**src/rtl/alu_arbiter_pkg.sv**
```systemverilog
// Shared types and widths for the two-requester ALU arbiter.
// Holds ALU command codes, FSM state encoding and the operation payload struct.
package alu_arbiter_pkg;

    localparam int unsigned DATA_W = 8;
    localparam int unsigned RES_W  = 16;
    localparam int unsigned CMD_W  = 4;
    localparam int unsigned CNT_W  = 16;

    typedef enum logic [CMD_W-1:0] {
        CMD_ADD = 4'd0,
        CMD_SUB = 4'd1,
        CMD_MUL = 4'd2,
        CMD_DIV = 4'd3,
        CMD_AND = 4'd4,
        CMD_OR  = 4'd5,
        CMD_XOR = 4'd6,
        CMD_BUF = 4'd7
    } alu_cmd_e;

    typedef enum logic [1:0] {
        ST_IDLE = 2'd0,
        ST_EXEC = 2'd1,
        ST_RESP = 2'd2
    } state_t;

    typedef struct packed {
        logic [CMD_W-1:0]  cmd;
        logic [DATA_W-1:0] a;
        logic [DATA_W-1:0] b;
    } alu_op_t;

    // Divide with a zero divisor; the ALU itself returns all-ones in that case.
    function automatic logic is_div_zero(alu_op_t op);
        return (op.cmd == CMD_DIV) && (op.b == '0);
    endfunction

endpackage

```
**src/rtl/alu_arbiter_if.sv**
```systemverilog
// Requester and response channels of the ALU arbiter.
// rsp_err exists only when ALU_ARB_ERR_EN is defined.
interface alu_arbiter_if;
    import alu_arbiter_pkg::*;

    logic              req0_valid;
    logic              req0_ready;
    logic [CMD_W-1:0]  req0_cmd;
    logic [DATA_W-1:0] req0_a;
    logic [DATA_W-1:0] req0_b;

    logic              req1_valid;
    logic              req1_ready;
    logic [CMD_W-1:0]  req1_cmd;
    logic [DATA_W-1:0] req1_a;
    logic [DATA_W-1:0] req1_b;

    logic              rsp_valid;
    logic              rsp_ready;
    logic              rsp_id;
    logic [RES_W-1:0]  rsp_data;
`ifdef ALU_ARB_ERR_EN
    logic              rsp_err;
`endif

    modport slave (
        input  req0_valid, req0_cmd, req0_a, req0_b,
        input  req1_valid, req1_cmd, req1_a, req1_b,
        input  rsp_ready,
`ifdef ALU_ARB_ERR_EN
        output rsp_err,
`endif
        output req0_ready, req1_ready, rsp_valid, rsp_id, rsp_data
    );

    modport master (
        output req0_valid, req0_cmd, req0_a, req0_b,
        output req1_valid, req1_cmd, req1_a, req1_b,
        output rsp_ready,
`ifdef ALU_ARB_ERR_EN
        input  rsp_err,
`endif
        input  req0_ready, req1_ready, rsp_valid, rsp_id, rsp_data
    );

endinterface

```
**src/rtl/alu_arbiter_rr_arb2.sv**
```systemverilog
// Two-way round-robin grant: ptr picks the winner only when both requesters are valid.
module rr_arb2 (
    input  logic [1:0] valid,
    input  logic       ptr,
    output logic [1:0] grant,
    output logic       gnt_id
);

    always_comb begin
        gnt_id = 1'b0;
        if (valid == 2'b11) begin
            gnt_id = ptr;
        end else if (valid[1]) begin
            gnt_id = 1'b1;
        end
        grant = (|valid) ? (gnt_id ? 2'b10 : 2'b01) : 2'b00;
    end

endmodule

```
**src/rtl/alu_arbiter.sv**
```systemverilog
// Shares one tri-state ALU between two requesters: IDLE grants, EXEC drives the ALU, RESP returns.
// Optional divide-by-zero flag on the response when ALU_ARB_ERR_EN is defined.
module alu_arbiter
    import alu_arbiter_pkg::*;
(
    input  logic               clk,
    input  logic               rst,
    alu_arbiter_if.slave       bus,
    output logic [CMD_W-1:0]   alu_cmd,
    output logic [DATA_W-1:0]  alu_a,
    output logic [DATA_W-1:0]  alu_b,
    output logic               alu_oe,
    input  logic [RES_W-1:0]   alu_d,
    output logic               busy,
    output logic [CNT_W-1:0]   op_count
);

    state_t  state;
    logic    rr_ptr;
    logic    id_q;
    alu_op_t op_q;
    alu_op_t op0;
    alu_op_t op1;
    alu_op_t win;
    logic [1:0] grant;
    logic    gnt_id;
    logic    idle;

    rr_arb2 u_rr_arb2 (
        .valid  ({bus.req1_valid, bus.req0_valid}),
        .ptr    (rr_ptr),
        .grant  (grant),
        .gnt_id (gnt_id)
    );

    assign op0  = {bus.req0_cmd, bus.req0_a, bus.req0_b};
    assign op1  = {bus.req1_cmd, bus.req1_a, bus.req1_b};
    assign win  = gnt_id ? op1 : op0;
    assign idle = (state == ST_IDLE);

    // Ready is offered only in IDLE and only to the current winner.
    assign bus.req0_ready = idle & grant[0];
    assign bus.req1_ready = idle & grant[1];

    // ALU operand lines come straight from the latch so they hold between operations.
    assign alu_cmd = op_q.cmd;
    assign alu_a   = op_q.a;
    assign alu_b   = op_q.b;

    always_ff @(posedge clk) begin
        if (rst) begin
            state         <= ST_IDLE;
            rr_ptr        <= 1'b0;
            id_q          <= 1'b0;
            op_q          <= '0;
            alu_oe        <= 1'b0;
            busy          <= 1'b0;
            op_count      <= '0;
            bus.rsp_valid <= 1'b0;
            bus.rsp_id    <= 1'b0;
            bus.rsp_data  <= '0;
`ifdef ALU_ARB_ERR_EN
            bus.rsp_err   <= 1'b0;
`endif
        end else begin
            case (state)
                ST_IDLE: begin
                    if (|grant) begin
                        op_q   <= win;
                        id_q   <= gnt_id;
                        rr_ptr <= ~gnt_id;
                        alu_oe <= 1'b1;
                        busy   <= 1'b1;
                        state  <= ST_EXEC;
                    end
                end
                ST_EXEC: begin
                    alu_oe        <= 1'b0;
                    bus.rsp_data  <= alu_d;
                    bus.rsp_id    <= id_q;
                    bus.rsp_valid <= 1'b1;
`ifdef ALU_ARB_ERR_EN
                    bus.rsp_err   <= is_div_zero(op_q);
`endif
                    state         <= ST_RESP;
                end
                ST_RESP: begin
                    if (bus.rsp_ready) begin
                        bus.rsp_valid <= 1'b0;
                        busy          <= 1'b0;
                        op_count      <= op_count + CNT_W'(1);
                        state         <= ST_IDLE;
                    end
                end
                default: begin
                    alu_oe        <= 1'b0;
                    bus.rsp_valid <= 1'b0;
                    busy          <= 1'b0;
                    state         <= ST_IDLE;
                end
            endcase
        end
    end

endmodule

```
**src/flat_wrapper.sv**
```systemverilog
// flat-port wrapper written by rule: the top's interface ports become plain ports
module alu_arbiter_flat import alu_arbiter_pkg::*;
  (clk, rst, alu_cmd, alu_a, alu_b, alu_oe, alu_d, busy, op_count, bus_req0_valid, bus_req0_cmd, bus_req0_a, bus_req0_b, bus_req1_valid, bus_req1_cmd, bus_req1_a, bus_req1_b, bus_rsp_ready, bus_req0_ready, bus_req1_ready, bus_rsp_valid, bus_rsp_id, bus_rsp_data);
  alu_arbiter_if bus_i ();
  input  logic clk;
  input  logic rst;
  output logic [CMD_W-1:0] alu_cmd;
  output logic [DATA_W-1:0] alu_a;
  output logic [DATA_W-1:0] alu_b;
  output logic alu_oe;
  input  logic [RES_W-1:0] alu_d;
  output logic busy;
  output logic [CNT_W-1:0] op_count;
  input wire logic [$bits(bus_i.req0_valid)-1:0] bus_req0_valid;
  input wire logic [$bits(bus_i.req0_cmd)-1:0] bus_req0_cmd;
  input wire logic [$bits(bus_i.req0_a)-1:0] bus_req0_a;
  input wire logic [$bits(bus_i.req0_b)-1:0] bus_req0_b;
  input wire logic [$bits(bus_i.req1_valid)-1:0] bus_req1_valid;
  input wire logic [$bits(bus_i.req1_cmd)-1:0] bus_req1_cmd;
  input wire logic [$bits(bus_i.req1_a)-1:0] bus_req1_a;
  input wire logic [$bits(bus_i.req1_b)-1:0] bus_req1_b;
  input wire logic [$bits(bus_i.rsp_ready)-1:0] bus_rsp_ready;
  output wire logic [$bits(bus_i.req0_ready)-1:0] bus_req0_ready;
  output wire logic [$bits(bus_i.req1_ready)-1:0] bus_req1_ready;
  output wire logic [$bits(bus_i.rsp_valid)-1:0] bus_rsp_valid;
  output wire logic [$bits(bus_i.rsp_id)-1:0] bus_rsp_id;
  output wire logic [$bits(bus_i.rsp_data)-1:0] bus_rsp_data;
  assign bus_i.req0_valid = bus_req0_valid;
  assign bus_i.req0_cmd = bus_req0_cmd;
  assign bus_i.req0_a = bus_req0_a;
  assign bus_i.req0_b = bus_req0_b;
  assign bus_i.req1_valid = bus_req1_valid;
  assign bus_i.req1_cmd = bus_req1_cmd;
  assign bus_i.req1_a = bus_req1_a;
  assign bus_i.req1_b = bus_req1_b;
  assign bus_i.rsp_ready = bus_rsp_ready;
  assign bus_req0_ready = bus_i.req0_ready;
  assign bus_req1_ready = bus_i.req1_ready;
  assign bus_rsp_valid = bus_i.rsp_valid;
  assign bus_rsp_id = bus_i.rsp_id;
  assign bus_rsp_data = bus_i.rsp_data;
  alu_arbiter u_core (.clk(clk), .rst(rst), .bus(bus_i), .alu_cmd(alu_cmd), .alu_a(alu_a), .alu_b(alu_b), .alu_oe(alu_oe), .alu_d(alu_d), .busy(busy), .op_count(op_count));
endmodule
```
**config.mk**
```make
export PLATFORM = sky130hd
export DESIGN_NAME = alu_arbiter_flat
export DESIGN_NICKNAME = d
export VERILOG_FILES = /design/src/rtl/alu_arbiter_pkg.sv /design/src/rtl/alu_arbiter_if.sv /design/src/rtl/alu_arbiter_rr_arb2.sv /design/src/rtl/alu_arbiter.sv /design/src/flat_wrapper.sv
export SDC_FILE = /design/constraint.sdc
export NUM_CORES = 1
export LEC_CHECK = 0
export CORE_AREA = 2 2 82 84
export DETAILED_ROUTE_END_ITERATION = 8
export DIE_AREA = 0 0 84 86
export MAX_ROUTING_LAYER = met4
export PLACE_DENSITY = 0.82
export SLEW_MARGIN = 40
export SYNTH_ARGS = -nofsm -noshare
export SYNTH_HDL_FRONTEND = slang
export SYNTH_SLANG_ARGS = --single-unit
```
**constraint.sdc**
```tcl
create_clock -name clk -period 1.8 [get_ports clk]
set_clock_uncertainty 0.1 [all_clocks]
set_input_delay 0.45 -clock clk [delete_from_list [all_inputs] [get_ports clk]]
set_output_delay 0.45 -clock clk [all_outputs]
set_load 0.1 [all_outputs]
```
==> impl_metrics.py <==
metrics = {
    "sta": {
        "grt_setup_unrepaired": "yes",
        "max_freq_mhz": 521.7,
        "hold_viol": 0,
        "setup_violations": 2,
        "fin_crit_ns": 1.917,
        "fin_hold_ws_ns": 0.3592,
        "slew_viol_final": 0,
        "maxSlewHeadroom_pct": 51.50,
        "finalCritPeriodShare_pct": 106.5,
        "worstMarginPinSlew_ns": 0.7242,
        "tns_ns": -0.1787,
        "layout_setup_ws_ns": -0.1167,
    },
    "cells_and_area": {
        "layout-drive-gt1-share_pct": 33.00,
        "utilization_pct": 72.91,
        "syn2layout_area_growth_pct": 86.73,
        "antenna_cells": 0,
        "nets": 454,
    },
    "global_route": {
        "grt_pass1_wl_microns": 11310,
        "grt_use_total_pct": 20.00,
        "grt_overflow_total": 0,
        "grt_antenna_before_repair": 0,
        "grt_max_degree": 28,
        "first_global_vias": 2428,
    },
    "worst_setup_path": {
        "rr_worst_depth": 6,
        "critPathMaxFanout": 3,
        "end_kind": "output pin",
        "crit_required_ns": 1.25,
        "path_class": "reg -> out",
        "crit_path_start_kind": "flip-flop",
        "arrival_ns": 1.37,
    },
    "min_path": {
        "hold_path_class": "reg -> reg",
        "holdPathStages": 2,
    },
    "synth": {
        "synth_ff_type": "dfxtp_1",
        "synth.net_count": 322,
        "seq_area_frac_synth_pct": 49.00,
        "yosysTopAreaCellShare_pct": 49.00,
        "synthArstFlopShare_pct": 0,
        "synth_area_leaders": "dfxtp_1 (49%), a222oi_1 (8.2%), nor2_1 (6.3%), nand2_1 (5.8%), a21oi_1 (5.1%)",
        "netlist-cell-type-count": 33,
        "yosysTopAreaCell": "dfxtp_1",
        "syn_area_per_cell_sq_um": 9.427,
        "synth-seq-cells": 60,
        "netlist_area_sq_mm": 0.002451,
        "ys_warn_count": 0,
        "yosysMostFrequentCell": "dfxtp_1",
        "synthTopCellsByCount": "dfxtp_1 (60), nor2_1 (41), nand2_1 (38)",
        "netlist_instances": 260,
        "synth_edf_count": 0,
    },
    "detailed_routing": {
        "dr.pass1.iters": 7,
        "viasPerCell": 5.143,
        "wirelength_microns": 6921,
        "drt_iter0_drc": 160,
        "via_count": 2438,
        "post_drt_wl_per_cell_microns": 14.60,
        "ant_nets": 0,
        "drc_errors": 0,
    },
    "clocking": {
        "root_buffer": "clkbuf_8",
        "clk_latency_ns": 0.32,
        "cts_buffer_depth": 2,
        "cts_hold_buf": 0,
        "path_clk_slew_ns": 0.06,
        "htreeDepth": 3,
        "cts_tree": "yes",
        "cts_made_buffers": 9,
        "cts.sinks": 60,
    },
    "die": {
        "die_area_sq_mm": 0.007224,
        "io_pins": 119,
        "dieHeight_microns": 86,
        "rows": 29,
        "initial_core_util_pct": 39.05,
        "design.core.area_sq_mm": 0.006277,
        "die_x_microns": 84,
    },
    "pwr": {
        "p_per_area_mw_per_mm2": 854.4,
        "p_leak_nw": 1.846,
        "ir_drop_v": 0.0006267,
    },
    "place": {
        "hpwl_microns": 5267,
        "io_buffers": 118,
        "dp_slack_ns": -0.5257,
        "gp_congestion": 0.7797,
    },
    "status": {
        "violations": "setup timing",
        "status": "finished with violations",
    },
    "run": {
        "max_cap_violations": 0,
    },
}
==> per-layer routing <==
layer  GRT usage (%)  wire length (microns)
met1           21.86                   2706
met2           35.42                   3776
met3           5.871                    354
met4           5.865                     83
met5               -                      0
==> final timing paths <==
path / slack (ns) / end / start
worst max-delay path: -0.12 / bus_req0_ready / u_core.state[1]$_SDFFE_PP0P_
worst min-delay path: 0.36 / u_core.bus.rsp_id$_SDFFE_PP0P_ / u_core.id_q$_SDFFE_PP0P_
worst max register to register: 0.13 / u_core.alu_a[1]$_SDFFE_PP0P_ / u_core.rr_ptr$_SDFFE_PP0P_
worst min register to register: 0.36 / u_core.bus.rsp_id$_SDFFE_PP0P_ / u_core.id_q$_SDFFE_PP0P_
==> per-stage QoR <==
stage,total power [mW],cell area [sq um],instances
finish,3.911,4577,474
floorplan,2.306,2484,260
global placement,2.869,4385,456
CTS,3.959,4581,474
global route,4.079,4577,474
detailed placement,2.894,4388,456
==> report_power, final <==
group	internal, mW	switching (mW)
Combinational	0.554	0.813
Sequential	1.41	0.0949
Clock	0.572	0.472
==> cell usage in the layout, fill, tap and decap left out, types with 2 or more instances in the layout <==
master / Yosys / final
a21oi_1: 25 / 25
a222oi_1: 20 / 20
buf_12: 0 / 60
buf_2: 8 / 2
buf_4: 0 / 20
clkbuf_1: 3 / 3
clkbuf_8: 0 / 11
clkdlybuf4s50_1: 0 / 57
clkinv_2: 0 / 2
dfxtp_1: 60 / 43
dfxtp_2: 0 / 10
dfxtp_4: 0 / 7
inv_1: 4 / 3
mux2_4: 3 / 3
nand2_1: 38 / 38
nand2b_1: 2 / 2
nand3_1: 6 / 6
nand4_2: 3 / 3
nand4b_4: 2 / 2
nor2_1: 41 / 41
nor2_4: 3 / 3
nor2b_1: 5 / 4
nor3_1: 4 / 3
o211a_1: 2 / 2
o21ai_0: 3 / 3
or3_1: 2 / 2
xnor2_1: 6 / 6
xor2_1: 2 / 2
==> cells by family (layout without fill, tap and decap cells) <==
| group | after synthesis | count (layout) | share of synthesized area (%) |
|---|---|---|---|
| AND/OR/NAND/NOR | 110 | 110 | 22.61 |
| flip-flops | 60 | 60 | 49.00 |
| AO/OA/AOI/OAI | 53 | 53 | 16.54 |
| buffers and inverters | 23 | 160 | 5.768 |
| XOR/XNOR | 8 | 8 | 2.859 |
| multiplexers | 5 | 5 | 2.705 |
| adder cells (fa/ha/maj) | 1 | 1 | 0.5104 |
==> registers in the layout (all words and copies together) (netlist names) <==
register	flops
u_core.alu_a	8
u_core.alu_b	8
u_core.alu_cmd	4
u_core.alu_oe	1
u_core.bus.rsp_data	16
u_core.bus.rsp_id	1
u_core.bus.rsp_valid	1
u_core.busy	1
u_core.id_q	1
u_core.op_count	16
u_core.rr_ptr	1
u_core.state	2
==> layout make-up <==
class | instances | area, sq um
Clock inverter | 2 | 10.01
Inverter | 4 | 15.01
Multi-Input combinational cell | 177 | 1116
Timing Repair Buffer | 140 | 1937
Clock buffer | 14 | 162.7
Sequential cell | 60 | 1240
Tap cell | 77 | 96.34
Fill cell | 431 | 1700
==> what timing repair did <==
item                                   CTS  global route
pin swaps                                2             1
gates resized for setup                  8             5
setup buffers                            3             0
setup endpoints to repair                8             3
endpoints found under the hold margin    0             0
==> worst max-delay path, stage by stage, from the launching register on <==
cell       delay [ns]
dfxtp_4          0.37
a2111oi_4        0.31
buf_4            0.20
buf_12           0.17
Note: power is estimated with default switching activity, not from simulation.
